**src/rtl/alu_pkg.sv**
```systemverilog
// Shared ALU constants, forwarding-select encoding and default widths.
// Latency: n/a (declarations only).
// Backpressure: n/a.
package alu_pkg;

  localparam int XLEN_DEFAULT    = 32;
  localparam int RADDR_W_DEFAULT = 5;

  // ALU opcodes, also decoded by the downstream ALU.
  localparam logic [3:0] ALU_ADD = 4'b0000;
  localparam logic [3:0] ALU_SUB = 4'b0001;
  localparam logic [3:0] ALU_MUL = 4'b0010;

  // Operand source chosen by the forwarding unit.
  typedef enum logic [1:0] {
    FWD_RF    = 2'd0,
    FWD_EXMEM = 2'd1,
    FWD_MEMWB = 2'd2
  } fwd_sel_t;

endpackage

```
**src/rtl/fwd_unit.sv**
```systemverilog
// Operand forwarding select for one source register (EX/MEM beats MEM/WB beats RF).
// Latency: 0 cycles, purely combinational.
// Backpressure: none; output follows inputs every cycle.
//
// Ports:
//   rs_addr / rf_data                     registered source address and RF read data
//   exmem_reg_write/rd_addr/result        EX/MEM writeback candidate
//   memwb_reg_write/rd_addr/result        MEM/WB writeback candidate
//   fwd_data                              resolved operand
module fwd_unit
  import alu_pkg::*;
#(
  parameter int XLEN    = XLEN_DEFAULT,
  parameter int RADDR_W = RADDR_W_DEFAULT
) (
  input  logic [RADDR_W-1:0] rs_addr,
  input  logic [XLEN-1:0]    rf_data,
  input  logic               exmem_reg_write,
  input  logic [RADDR_W-1:0] exmem_rd_addr,
  input  logic [XLEN-1:0]    exmem_result,
  input  logic               memwb_reg_write,
  input  logic [RADDR_W-1:0] memwb_rd_addr,
  input  logic [XLEN-1:0]    memwb_result,
  output logic [XLEN-1:0]    fwd_data
);

  fwd_sel_t fwd_sel;

  // A non-zero rd check on the producer side is enough to keep x0 from ever
  // being forwarded: rs_addr==0 can then never match.
  always_comb begin
    fwd_sel = FWD_RF;
    if (exmem_reg_write && (exmem_rd_addr != '0) && (exmem_rd_addr == rs_addr)) begin
      fwd_sel = FWD_EXMEM;
    end else if (memwb_reg_write && (memwb_rd_addr != '0) && (memwb_rd_addr == rs_addr)) begin
      fwd_sel = FWD_MEMWB;
    end
  end

  always_comb begin
    fwd_data = rf_data;
    case (fwd_sel)
      FWD_EXMEM: fwd_data = exmem_result;
      FWD_MEMWB: fwd_data = memwb_result;
      default:   fwd_data = rf_data;
    endcase
  end

endmodule

```
**src/rtl/id_ex_operand_stage.sv**
```systemverilog
// ID/EX pipeline register feeding the ALU: operand forwarding, load-use bubble, operand-b mux.
// Latency: ID fields reach ALU inputs 1 cycle later; forwarding paths are 0 cycles.
// Backpressure: stall holds EX; hazard_stall (comb) asks ID/IF to hold while a bubble enters EX.
//
// Ports:
//   clk, rst_n (sync, active-low), stall, flush
//   id_*         decoded instruction from ID
//   exmem_*      EX/MEM writeback for forwarding;  memwb_* MEM/WB writeback for forwarding
//   hazard_stall load-use detected against the current ID instruction
//   ex_*, alu_a, alu_b, alu_control  registered EX state and resolved ALU operands
module id_ex_operand_stage
  import alu_pkg::*;
#(
  parameter int XLEN    = XLEN_DEFAULT,
  parameter int RADDR_W = RADDR_W_DEFAULT
) (
  input  logic               clk,
  input  logic               rst_n,
  input  logic               stall,
  input  logic               flush,
  input  logic               id_valid,
  input  logic [XLEN-1:0]    id_pc,
  input  logic [RADDR_W-1:0] id_rs1_addr,
  input  logic [RADDR_W-1:0] id_rs2_addr,
  input  logic [XLEN-1:0]    id_rs1_data,
  input  logic [XLEN-1:0]    id_rs2_data,
  input  logic [XLEN-1:0]    id_imm,
  input  logic               id_use_imm,
  input  logic [3:0]         id_alu_control,
  input  logic [RADDR_W-1:0] id_rd_addr,
  input  logic               id_reg_write,
  input  logic               id_mem_read,
  input  logic               exmem_reg_write,
  input  logic [RADDR_W-1:0] exmem_rd_addr,
  input  logic [XLEN-1:0]    exmem_result,
  input  logic               memwb_reg_write,
  input  logic [RADDR_W-1:0] memwb_rd_addr,
  input  logic [XLEN-1:0]    memwb_result,
  output logic               hazard_stall,
  output logic               ex_valid,
  output logic [XLEN-1:0]    ex_pc,
  output logic [XLEN-1:0]    alu_a,
  output logic [XLEN-1:0]    alu_b,
  output logic [3:0]         alu_control,
  output logic [XLEN-1:0]    ex_store_data,
  output logic [RADDR_W-1:0] ex_rd_addr,
  output logic               ex_reg_write,
  output logic               ex_mem_read
);

  typedef struct packed {
    logic               valid;
    logic [XLEN-1:0]    pc;
    logic [RADDR_W-1:0] rs1_addr;
    logic [RADDR_W-1:0] rs2_addr;
    logic [XLEN-1:0]    rs1_data;
    logic [XLEN-1:0]    rs2_data;
    logic [XLEN-1:0]    imm;
    logic               use_imm;
    logic [3:0]         alu_control;
    logic [RADDR_W-1:0] rd_addr;
    logic               reg_write;
    logic               mem_read;
  } ex_regs_t;

  // All-zero bubble: valid/reg_write/mem_read low, opcode ADD, addresses x0.
  localparam ex_regs_t EX_BUBBLE = '0;

  ex_regs_t ex_q;
  ex_regs_t ex_d;
  ex_regs_t id_fields;

  logic [XLEN-1:0] fwd_rs1;
  logic [XLEN-1:0] fwd_rs2;

  // Load in EX whose rd is consumed by ID. rs2 only counts when it feeds the
  // ALU, so immediate-form instructions never stall on rs2.
  always_comb begin
    hazard_stall = ex_q.valid && ex_q.mem_read && (ex_q.rd_addr != '0) && id_valid &&
                   ((ex_q.rd_addr == id_rs1_addr) ||
                    ((ex_q.rd_addr == id_rs2_addr) && !id_use_imm));
  end

  always_comb begin
    id_fields             = EX_BUBBLE;
    id_fields.valid       = id_valid;
    id_fields.pc          = id_pc;
    id_fields.rs1_addr    = id_rs1_addr;
    id_fields.rs2_addr    = id_rs2_addr;
    id_fields.rs1_data    = id_rs1_data;
    id_fields.rs2_data    = id_rs2_data;
    id_fields.imm         = id_imm;
    id_fields.use_imm     = id_use_imm;
    id_fields.alu_control = id_alu_control;
    id_fields.rd_addr     = id_rd_addr;
    id_fields.reg_write   = id_reg_write;
    id_fields.mem_read    = id_mem_read;
  end

  // Flush beats stall so a redirect is never lost behind a memory stall.
  always_comb begin
    ex_d = ex_q;
    if (flush) begin
      ex_d = EX_BUBBLE;
    end else if (stall) begin
      ex_d = ex_q;
    end else if (hazard_stall) begin
      ex_d = EX_BUBBLE;
    end else begin
      ex_d = id_fields;
    end
  end

  always_ff @(posedge clk) begin
    if (!rst_n) begin
      ex_q <= EX_BUBBLE;
    end else begin
      ex_q <= ex_d;
    end
  end

  fwd_unit #(.XLEN(XLEN), .RADDR_W(RADDR_W)) u_fwd_rs1 (
    .rs_addr         (ex_q.rs1_addr),
    .rf_data         (ex_q.rs1_data),
    .exmem_reg_write (exmem_reg_write),
    .exmem_rd_addr   (exmem_rd_addr),
    .exmem_result    (exmem_result),
    .memwb_reg_write (memwb_reg_write),
    .memwb_rd_addr   (memwb_rd_addr),
    .memwb_result    (memwb_result),
    .fwd_data        (fwd_rs1)
  );

  fwd_unit #(.XLEN(XLEN), .RADDR_W(RADDR_W)) u_fwd_rs2 (
    .rs_addr         (ex_q.rs2_addr),
    .rf_data         (ex_q.rs2_data),
    .exmem_reg_write (exmem_reg_write),
    .exmem_rd_addr   (exmem_rd_addr),
    .exmem_result    (exmem_result),
    .memwb_reg_write (memwb_reg_write),
    .memwb_rd_addr   (memwb_rd_addr),
    .memwb_result    (memwb_result),
    .fwd_data        (fwd_rs2)
  );

  always_comb begin
    alu_a         = fwd_rs1;
    alu_b         = ex_q.use_imm ? ex_q.imm : fwd_rs2;
    ex_store_data = fwd_rs2;
    alu_control   = ex_q.alu_control;
    ex_valid      = ex_q.valid;
    ex_pc         = ex_q.pc;
    ex_rd_addr    = ex_q.rd_addr;
    ex_reg_write  = ex_q.reg_write;
    ex_mem_read   = ex_q.mem_read;
  end

endmodule

```
**config.mk**
```make
export PLATFORM = sky130hd
export DESIGN_NAME = id_ex_operand_stage
export DESIGN_NICKNAME = d
export VERILOG_FILES = /design/src/rtl/alu_pkg.sv /design/src/rtl/fwd_unit.sv /design/src/rtl/id_ex_operand_stage.sv
export SDC_FILE = /design/constraint.sdc
export NUM_CORES = 1
export LEC_CHECK = 0
export ABC_AREA = 1
export BUFFER_PORTS_ARGS = -buffer_cell sky130_fd_sc_hd__buf_2
export CORE_MARGIN = 2
export CORE_UTILIZATION = 35
export DETAILED_ROUTE_END_ITERATION = 6
export GPL_TIMING_DRIVEN = 0
export PLACE_DENSITY = 0.7
export REMOVE_ABC_BUFFERS = 1
export SLEW_MARGIN = 15
export SYNTH_ARGS = -nofsm -noshare
export SYNTH_HDL_FRONTEND = slang
export SYNTH_SLANG_ARGS = --single-unit
```
**constraint.sdc**
```tcl
create_clock -name clk -period 4 [get_ports clk]
set_input_delay 0 -clock clk [delete_from_list [all_inputs] [get_ports clk]]
set_output_delay 0 -clock clk [all_outputs]
set_load 0.005 [all_outputs]
```
Word level (Yosys, flattened, before mapping)
Cells that the tools add are included.

Logic and storage cells: 48. Input bits: 231. Output and inout bits: 141. Register bits after elaboration: 151.

Reduce and logical (&&, ||, !) cells: 17. Multiplexer cells: 8. Bitwise gates (word level): 1. Eq/ne operators: 10.

Operator list (count): 2-to-1 mux 151 bit (1); case mux 32 bit (2 select lines) (2); 2-to-1 mux 32 bit (1); == test 5 bit (6); nonzero test 5 bit (3); logical AND 1 bit (11); 2-to-1 mux 2 bit (4); == test 2 x 1 -> 1 bit, second input constant (2); == test 2 bit, second input constant (2); OR reduction 2 bit (1); zero test 1 bit (1); logical OR 1 bit (1); inverter 1 bit (1).

Logic depth before layout (Yosys ltp)
Gate-level depths: netlist (run 1).

Word-level depth: 8. Depth in mapped cells: 11.

Modules after synthesis
From an unflattened synthesis (run 1), not the netlist that was laid out.

Cells, all modules: 1223. Area total of the unflattened synthesis: 9190.1 sq um.

By module, submodules not included: id_ex_operand_stage (area an instance 6407.4 sq um, times used 1, cells each 805); fwd_unit (area an instance 1391.3 sq um, times used 2, cells each 209).

Worst setup path before layout (run 1)
No wires, ideal clock.

Path kind: register to register. Start point: register ex_q, in the netlist ex_rd_addr[1]. End point: register ex_q[100] (netlist bit). Setup slack: 2.625 ns. Required time: 3.872 ns. Buffers on the path: 2. Cell stages (with the launch flop): 10. Arrival time: 1.247 ns. Period minus slack after synthesis: 1.375 ns. Cells stage by stage: dfxtp_1 > or2_0 > a21oi_1 > nand3_1 > nand2_1 > nand2_2 > buf_6 > buf_6 > nand2_1 > a21oi_1.

Cells in the longest elaborated chain, start to end: 5.

RTL lines: from (decl) (line id_ex_operand_stage.sv:69) `ex_regs_t ex_q;`; from (signal assigned) (line id_ex_operand_stage.sv:116) `ex_q <= EX_BUBBLE;`; from (signal assigned) (line id_ex_operand_stage.sv:118) `ex_q <= ex_d;`; == test 5 bit / nonzero test 5 bit (equally long branches) (line id_ex_operand_stage.sv:81, id_ex_operand_stage.sv:79); logical AND 1 bit (on tied branches) (line id_ex_operand_stage.sv:81, id_ex_operand_stage.sv:79); logical OR 1 bit / logical AND 1 bit (equally long branches) (line id_ex_operand_stage.sv:80, id_ex_operand_stage.sv:79); logical AND 1 bit (*) (line id_ex_operand_stage.sv:79) `hazard_stall = ex_q.valid && ex_q.mem_read && (ex_q.rd_addr != '0) && id_valid &&`; 2-to-1 mux 151 bit (*) (line id_ex_operand_stage.sv:107) `end else if (hazard_stall) begin`.

Mark *: on every way between the ends. The rest lies on a longest branch, timed or not. A chain may end at the register's enable or synchronous reset.

Final worst setup path (run 1)
Start point: register ex_q[110] (netlist bit). End point: output port alu_b[9].

Cells in the longest elaborated chain, start to end: 7.

RTL lines: == test 5 bit (line fwd_unit.sv:35) `end else if (memwb_reg_write && (memwb_rd_addr != '0) && (memwb_rd_addr == rs_addr)) begin`; logical AND 1 bit (line fwd_unit.sv:35); 2-to-1 mux 2 bit (line fwd_unit.sv:35); 2-to-1 mux 2 bit (*) (line fwd_unit.sv:33) `if (exmem_reg_write && (exmem_rd_addr != '0) && (exmem_rd_addr == rs_addr)) begin`; == test 2 bit / == test 2 x 1 -> 1 bit (equally long branches) (line fwd_unit.sv:42) `case (fwd_sel)`; case mux 32 bit (2 select lines) (*) (line fwd_unit.sv:42); 2-to-1 mux 32 bit (*) (line id_ex_operand_stage.sv:148) `alu_b = ex_q.use_imm ? ex_q.imm : fwd_rs2;`; to (decl) (line id_ex_operand_stage.sv:43) `output logic [XLEN-1:0] alu_b,`.

Marked as above.

==> metrics.md, run 1 <==
| Metric | Value |
|---|---|
| Multiplexer share of the synthesized area | `0%` |
| Cell with the most instances after synthesis | `nand2_1` |
| Flops & latches, synth | `between 150 and 200` |
| Die area | `around 25000 um^2` |
| Max clock buf depth | `2` |
| Global-route wire length before repair | `approximately 50 mm` |
| FF+latch area | `roughly 3000 um^2` |
| Max-slew violation total from the final report | `0` |
| Status | `completed` |
| Sinks on Clock Net | `151` |
| Worst-margin pin slew | `~1000 ps` |
| Mean Syn Cell Area | `around 6.8 um^2` |
| RSZ-0062 raised after global routing | `no` |
| Slowest-stage cell, CP | `nand3_4` |
| Final setup violation count | `0` |
| Kind of critical path | `register to primary output` |
| Vias | `slightly above 10k` |
| DP Area | `between 10000 and 15000 um^2` |
| DRC | `0` |
| Critical Path AT | `about 3200 ps` |
| Final min period | `3240 ps` |
| Fin Hold WS | `roughly 130 ps` |
| Top FF cell, synth | `dfxtp_1` |
| Layout net count | `1874` |
| Critical path capture point type | `primary output` |
| Final hold vios | `0` |
| Synth top area cells | `dfxtp_1, nand2_1, nand3_1` |
| Die width | `158 um` |
| CTS tree | `built` |
| Initial Utilization | `approximately 36%` |
| Synth Area in Adders | `0%` |
| Synth Area in Compound Gates | `a little under a fifth` |
| Most used cell, CP | `nand2_1` |
| Detailed Route WL | `32.8 mm` |
| Num CTS Buffers | `17` |
| Share of the synthesized area in the top cell type | `a little over a third` |
| Drt pass-1 iters | `5` |
| Synth cell count leaders | `nand2_1, nand3_1, a21oi_1, o21ai_0, dfxtp_1` |
| Worst path max stage delay | `roughly 670 ps` |
| Vias per cell | `around 5.3` |
| Final period util | `around 81%` |
| Grt ovf | `0` |
| F_max | `around 300 MHz` |
| Cell accounting for the most synthesized area | `dfxtp_1` |
| Initial DRC count | `1236` |
| Worst clock skew | `about 11 ps` |
| Clk Latency, worst-skew pair | `about 400 ps` |
| Worst slew margin | `34.2%` |
| Antenna-violating nets left | `0` |
| Maximum vdd ir drop | `0.293 mV` |
| H-Tree Depth | `4` |
| Post-DR wirelength/cell | `between 15 and 20 um` |
| Die height | `around 160 um` |
| Simple-gate share of the synthesized area | `31.5%` |
| Inst Count DP | `between 1.5k and 2k` |
| YS warnings | `0` |
| HPWL Detailed | `roughly 20 mm` |
| Gate Count Post-Synth | `between 1k and 1.5k` |
| Cell Chain, Critical Path | `xor2_1 -> nor2_4 -> buf_16 -> nand3_4 -> nand3_1 -> nand3_2 -> nand2_1 -> nand2_1 -> buf_2` |
| Main combinational cell family by area after synthesis | `simple AND/OR/NAND/NOR gates` |
| Gr usage total | `between 20% and 30%` |
| Cell variety after synth | `28` |
| Multi-input logic area | `approximately 4400 um^2` |
| Synthesized area | `roughly 8300 um^2` |
| Worst min path class | `input port to register` |
| Initial antenna violation count | `2` |
| Row count | `between 50 and 60` |
| Pin count of the biggest net entering global routing | `about 170` |
| GP Congestion | `between 0.8 and 0.9` |
| Power per Cell Area | `316 nW/um^2` |
| Maxcap violations | `0` |
| CP Data Required Time | `roughly 4000 ps` |
| Clock root buffer | `clkbuf_16` |
| Final Cell Area | `between 10000 and 15000 um^2` |
| Share of cells above drive strength 1 | `28.0%` |
| Vias in the first global route | `~9.9k` |
| Finished Layout Cells | `1977` |
| Top-Level Pins | `around 370` |
| Leak pwr | `6.37 nW` |
| Port bufs | `roughly 370` |
| FFs w/ async S/R, synth | `0%` |
| Critical Path Start Type | `register` |
| Post-CTS Setup Bufs | `0` |
| FILL cells | `~2.2k` |
| Number of flops mapped to enable cells by yosys | `0` |
| Xor and xnor fraction of the mapped netlist area | `2.11%` |
| Seq/Total Area, Yosys | `between 30 and 40%` |
| Worst-path clk slew | `roughly 70 ps` |
| Crit path max fanout | `64` |
| Area Growth Syn to Fin | `48.5%` |
| Core area | `around 23000 um^2` |
per-stage QoR:
stage / utilization, % / setup slack (ps) / power [mW] / setup TNS (ps)
floorplan: - / -417 / 1.89 / -62820
global placement: 41.5 / -3600 / 2.18 / -533840
detailed placement: 43.1 / 1300 / 2.21 / 0
CTS: 52.7 / 849 / 3.91 / 0
global route: 52.8 / 641 / 4.08 / 0
finish: 52.8 / 762 / 3.89 / 0
final timing paths:
check,start,endpoint,slack [ps],depth (start not counted)
hold reg to reg,ex_q[76]$_SDFFE_PP0N_,ex_q[76]$_SDFFE_PP0N_,520,2
setup / recovery,ex_q[110]$_SDFFE_PP0N_,alu_b[9],760,9
setup reg to reg,ex_rd_addr[4]$_SDFFE_PP0N_,ex_q[109]$_SDFFE_PP0N_,1320,10
hold / removal,stall,ex_q[15]$_SDFFE_PP0N_,130,3
sequential cells by signal (all words and copies together) (netlist names):
register	count
alu_control	4
ex_mem_read	1
ex_pc	32
ex_q	107
ex_rd_addr	5
ex_reg_write	1
ex_valid	1
area by class of cell:
class | count | area share [%]
Clock buffer | 19 | 3.68
Timing Repair Buffer | 553 | 31.3
Inverter | 24 | 0.793
Sequential cell | 151 | 24.6
Tap cell | 319 | 3.24
Clock inverter | 13 | 0.915
Antenna cell | 2 | 0.0407
Multi-Input combinational cell | 896 | 35.4
where the power goes:
part           switching [mW]  internal, mW  total, mW
registers              0.0389          1.57       1.61
logic                   0.362         0.359      0.721
clock network           0.716         0.851       1.57
cells by family (layout without fill, tap and decap cells):
logic type,after synthesis,after routing
DFF,151,151
buffers and inverters,167,609
other,0,2
xor gates and xnor gates,20,20
AOI/OAI and AO/OA,306,306
and+or+nand+nor,570,570
layout by cell type (no fill, tap or decap), drive strengths merged:
cell,netlist,final
clkinv,0,3
dlygate4sd3,0,169
or2,1,1
dfxtp,151,151
xor2,11,11
xnor2,9,9
nor3,3,3
nor2,17,17
diode,0,2
nand3,199,199
nand4,2,2
o21bai,1,1
o22ai,1,1
inv,24,32
clkbuf,52,19
clkinvlp,0,2
nand3b,3,3
nor2b,1,1
o21ai,152,152
a21oi,152,152
buf,91,384
nand2,344,344
routing by layer:
layer / GRT usage (%) / share of wire, % / vias to the layer above
li1: - / - / 4889
met1: 29.8 / 39 / 4793
met2: 42.9 / 49 / 589
met3: 5.83 / 8.2 / 122
met4: 12.9 / 4.0 / 0
met5: 0 / 0 / -
critical path, delay by kind of cell, from the launching register on:
family / cells / cell delay (ps)
flops: 1 / 350
xor+xnor: 1 / 200
buf+inv: 2 / 380
simple gates: 6 / 1870
timing repair:
| action | 4_1_cts | 5_1_grt |
|---|---|---|
| hold endpoints to repair | 151 | 0 |
| hold buffers | 169 | 0 |
| resized for setup | 0 | 0 |
No activity file was read; power rests on OpenSTA's default activity.
==> run 2, diff against run 1 <==
- clock period: 4 -> 3.04 ns (I/O delays scaled with it)
==> metrics.md, run 2 (synthesis results as in run 1) <==
| Metric | Value |
|---|---|
| Grt ovf | `0` |
| Initial antenna violation count | `2` |
| GP Congestion | `0.827` |
| CP Data Required Time | `between 3000 and 4000 ps` |
| Worst-path clk slew | `roughly 70 ps` |
| Drt pass-1 iters | `6` |
| Vias per cell | `about 5.2` |
| Maximum vdd ir drop | `a little under 0.4 mV` |
| Kind of critical path | `register to primary output` |
| Most used cell, CP | `nand2_1` |
| Critical Path AT | `~2900 ps` |
| Post-DR wirelength/cell | `about 17 um` |
| Area Growth Syn to Fin | `48.9%` |
| Top-Level Pins | `roughly 370` |
| Worst-margin pin slew | `~830 ps` |
| Leak pwr | `around 6.4 nW` |
| Commonest cells after routing, fill and taps aside | `buf_2, nand2_1, dlygate4sd3_1` |
| Die height | `between 150 and 200 um` |
| Inst Count DP | `roughly 1.8k` |
| CP startpoint | `ex_q[110]$_SDFFE_PP0N_` |
| Buffers and inverters on the worst path | `2` |
| Final period util | `between 90% and 100%` |
| CP top delay family | `simple AND/OR/NAND/NOR gates` |
| Clock root buffer | `clkbuf_16` |
| HPWL Detailed | `~20 mm` |
| CTS tree | `built` |
| Layout net count | `1875` |
| Antenna-violating nets left | `0` |
| Num CTS Buffers | `17` |
| Worst slew margin | `44.3%` |
| Die area | `24900 um^2` |
| Hold_sp | `stall` |
| Largest register FFs | `107` |
| Pin count of the biggest net entering global routing | `around 170` |
| Power per Cell Area | `416 nW/um^2` |
| F_max | `351 MHz` |
| Pre-CTS WS | `roughly 340 ps` |
| Slowest-stage cell, CP | `nand3_4` |
| Initial Utilization | `35.5%` |
| Initial DRC count | `about 1.2k` |
| Max clock buf depth | `2` |
| Vias in the first global route | `around 9.9k` |
| Global-route wire length before repair | `50.1 mm` |
| Vias | `10.4k` |
| Commonest non-fill, non-tap cell in the layout | `buf_2` |
| Worst clock skew | `between 10 and 15 ps` |
| Worst path max stage delay | `roughly 470 ps` |
| Worst min path class | `input port to register` |
| Port bufs | `between 300 and 400` |
| Largest Register | `ex_q` |
| Core area | `between 20000 and 25000 um^2` |
| DRC | `0` |
| Die width | `158 um` |
| DP Area | `around 10000 um^2` |
| Share of cells above drive strength 1 | `28.2%` |
| Max-slew violation total from the final report | `0` |
| Final WS setup | `~190 ps` |
| H-Tree Depth | `4` |
| Final hold vios | `0` |
| RSZ-0062 raised after global routing | `no` |
| Final Cell Area | `between 10000 and 15000 um^2` |
| Detailed Route WL | `33.4 mm` |
| Power consumption | `about 5 mW` |
| Cell Chain, Critical Path | `xor2_1 -> nor2_4 -> buf_16 -> nand3_4 -> nand3_1 -> nand3_2 -> nand2_1 -> nand2_1 -> buf_2` |
| Status | `completed` |
| Critical path capture point type | `primary output` |
| Row count | `between 50 and 60` |
| Final min period | `2850 ps` |
| Final setup violation count | `0` |
| Critical Path Start Type | `register` |
| Finished Layout Cells | `around 2.0k` |
| Clk Latency, worst-skew pair | `roughly 410 ps` |
| Crit path max fanout | `32` |
| Sinks on Clock Net | `151` |
| Reg2reg start | `ex_rd_addr[4]$_SDFFE_PP0N_` |
| Gr usage total | `25.3%` |
| Maxcap violations | `0` |
## run 2: changes by cell type in the layout (fill, tap and decap cells not counted)
cell,delta
nand2_4,+1
nand3_1,-2
nand3_2,+2
nand3_4,+1
nand2_2,-1
inv_4,+1
inv_2,-1
## run 2: worst paths after layout
| path | slack, ps | cells after the start | to |
|---|---|---|---|
| worst max register to register | 340 | 10 | ex_q[109]$_SDFFE_PP0N_ |
| worst min register to register | 520 | 2 | ex_pc[0]$_SDFFE_PP0N_ |
| worst max-delay path | 190 | 9 | alu_b[14] |
| worst min-delay path | 130 | 3 | ex_pc[24]$_SDFFE_PP0N_ |
## run 2: worst min-delay path, cell delays in order
cell and delay (ps):
buf_2 130, inv_8 150, a21oi_1 200
## run 2: power breakdown
group	switching, mW	internal (mW)	total [mW]
Clock	0.949	1.12	2.07
Sequential	0.0512	2.06	2.11
Combinational	0.482	0.473	0.955
Total	1.48	3.66	5.14
## run 2: metrics by stage
| stage | hold slack (ps) | utilization, % | TNS [ps] |
|---|---|---|---|
| after floorplan | 113 | - | -207780 |
| after CTS | 121 | 52.8 | -52.4 |
| after detailed placement | 251 | 43.1 | 0 |
| final | 130 | 52.9 | 0 |
| after global placement | 249 | 41.5 | -715340 |
| after global routing | 173 | 52.9 | 0 |
## run 2: routing by layer
layer  track usage [%]  up-vias  wire (um)  part of all wire, %
met1              29.8     4784      13000                   39
met5                 0        -          0                    0
met4              12.9        0       1330                  4.0
li1                  -     4894          -                    -
met2              42.8      583      16300                   49
met3              6.00      113       2840                  8.5
## run 2: repair_timing
item / 4_1_cts / 5_1_grt
gates resized for setup: 3 / 2
endpoints found under the hold margin: 151 / 0
pin swaps: 1 / 1
endpoints found under the setup margin: 32 / 95
cloned: 0 / 1
setup buffers: 0 / 0
hold buffers: 169 / 0
## run 2: final cells by class
class / instances / area, um^2
Clock buffer: 19 / 453
Multi-Input combinational cell: 897 / 4390
Fill cell: 2167 / 11000
Inverter: 24 / 100
Clock inverter: 13 / 113
Sequential cell: 151 / 3020
Antenna cell: 2 / 5.00
Tap cell: 319 / 399
Timing Repair Buffer: 553 / 3860
==> run 3, diff against run 2 <==
- CORE_ASPECT_RATIO: default -> 2
- GPL_ROUTABILITY_DRIVEN: default -> 0
- MAX_ROUTING_LAYER: default -> met4
==> metrics.md, run 3 (synthesis results as in run 1) <==
| Metric | Value |
|---|---|
| Max clock buf depth | `2` |
| Final WS setup | `approximately 280 ps` |
| Detailed Route WL | `~34 mm` |
| Top-Level Pins | `372` |
| Largest register FFs | `~110` |
| Clock root buffer | `clkbuf_16` |
| Maxcap violations | `0` |
| Layout net count | `approximately 1.9k` |
| Critical path capture point type | `primary output` |
| Num CTS Buffers | `17` |
| Clk Latency, worst-skew pair | `roughly 450 ps` |
| Power consumption | `5.37 mW` |
| Final min period | `between 2000 and 3000 ps` |
| Initial Utilization | `a little over a third` |
| Core area | `around 23000 um^2` |
| Reg2reg start | `ex_rd_addr[3]$_SDFFE_PP0N_` |
| Kind of critical path | `register to primary output` |
| Global-route wire length before repair | `approximately 53 mm` |
| Power per Cell Area | `roughly 430 nW/um^2` |
| Vias per cell | `~5.3` |
| Initial DRC count | `702` |
| H-Tree Depth | `4` |
| Share of cells above drive strength 1 | `27.8%` |
| Vias in the first global route | `10.5k` |
| Crit path max fanout | `34` |
| F_max | `between 300 and 400 MHz` |
| R2R Setup Slk | `~400 ps` |
| Die height | `between 200 and 250 um` |
| CTS tree | `built` |
| Status | `completed` |
| DRC | `0` |
| Hold EP | `ex_pc[17]$_SDFFE_PP0N_` |
| Area Growth Syn to Fin | `50.0%` |
| Critical Path Start Type | `register` |
| Maximum vdd ir drop | `between 0.4 and 0.5 mV` |
| Drt pass-1 iters | `6` |
| Commonest cells after routing, fill and taps aside | `buf_2, nand2_1, dlygate4sd3_1` |
| CP Data Required Time | `between 3000 and 4000 ps` |
| Initial antenna violation count | `1` |
| Worst min path class | `input port to register` |
| Post-DR wirelength/cell | `17.6 um` |
| Die width | `between 100 and 150 um` |
| Sinks on Clock Net | `about 150` |
| Critical Path AT | `2760 ps` |
| Final period util | `approximately 90%` |
| Commonest non-fill, non-tap cell in the layout | `buf_2` |
| Antenna-violating nets left | `0` |
| Leak pwr | `6.47 nW` |
| Worst slew margin | `about 45%` |
| Final setup violation count | `0` |
| RSZ-0062 raised after global routing | `no` |
| Port bufs | `371` |
| Grt ovf | `0` |
| Row count | `79` |
| Final hold vios | `0` |
| Max-slew violation total from the final report | `0` |
| Hold_sp | `stall` |
| Worst clock skew | `11.9 ps` |
| Reg2Reg Depth | `11` |
| Hold path depth | `3` |
| Pre-CTS WS | `between 300 and 400 ps` |
| HPWL Detailed | `roughly 21 mm` |
| Vias | `roughly 10k` |
| Fin Hold WS | `106 ps` |
| Worst-margin pin slew | `between 800 and 900 ps` |
| R2R Path End | `ex_q[35]$_SDFFE_PP0N_` |
| Worst-path clk slew | `about 60 ps` |
| Setup total negative slack | `0 ps` |
| Pin count of the biggest net entering global routing | `about 170` |
| Die area | `25000 um^2` |
| Gr usage total | `between 20% and 30%` |
| Largest Register | `ex_q` |
run 3: worst max path at each step:
stage                                       from                     endpoint  slack, ps
after detailed placement  ex_q[112]$_SDFFE_PP0N_                    alu_b[22]        330
after global routing      ex_q[116]$_SDFFE_PP0N_                    alu_a[12]        160
after CTS                 ex_q[112]$_SDFFE_PP0N_                    alu_b[22]         70
final                     ex_q[116]$_SDFFE_PP0N_                    alu_a[21]        280
after floorplan                            stall  alu_control[0]$_SDFFE_PP0N_      -1380
after global placement                     rst_n        ex_q[55]$_SDFFE_PP0N_      -4440
run 3: routing by layer:
layer / global-route usage (%) / part of all wire (%) / up-vias
met5: - / 0 / -
met4: 17.5 / 5.6 / 0
met3: 5.63 / 6.5 / 158
met1: 27.1 / 35 / 4753
met2: 48.5 / 53 / 597
li1: - / - / 4908
run 3: timing repair:
action | in CTS | in global routing
pin swaps | 1 | 1
endpoints found under the hold margin | 151 | 0
endpoints found under the setup margin | 51 | 23
buffers inserted | 0 | 1
hold buffers | 181 | 0
gates cloned | 1 | 0
gates resized for setup | 3 | 0
run 3: power by group:
group          switching (mW)  internal (mW)
Clock                   0.887           1.41
Combinational           0.490          0.476
Sequential             0.0506           2.06
run 3: cell type report:
class	instances	area (um^2)
sequential	151	3020
clock buffer	23	498
inverter	24	100
clock inverter	9	139
fill	2068	10800
timing repair buffer	564	3930
tap	283	354
antenna	1	2.50
multi-input combinational	897	4380
run 3: through the flow:
| step | instance area [um^2] | cells | utilization, % |
|---|---|---|---|
| global route | 12400 | 1952 | 53.5 |
| CTS | 12400 | 1950 | 53.5 |
| detailed placement | 9950 | 1736 | 42.8 |
| floorplan | 7440 | 1071 | - |
| global placement | 9650 | 1725 | 41.5 |
| finish | 12400 | 1952 | 53.5 |
run 3: worst max-delay path: stages (launching register included):
cell and delay [ps]:
dfxtp_1 390, xor2_1 200, nor3_2 80, nand2_4 410
nand2_1 130, inv_2 610, nand2_1 200, nand3_1 130
buf_2 120
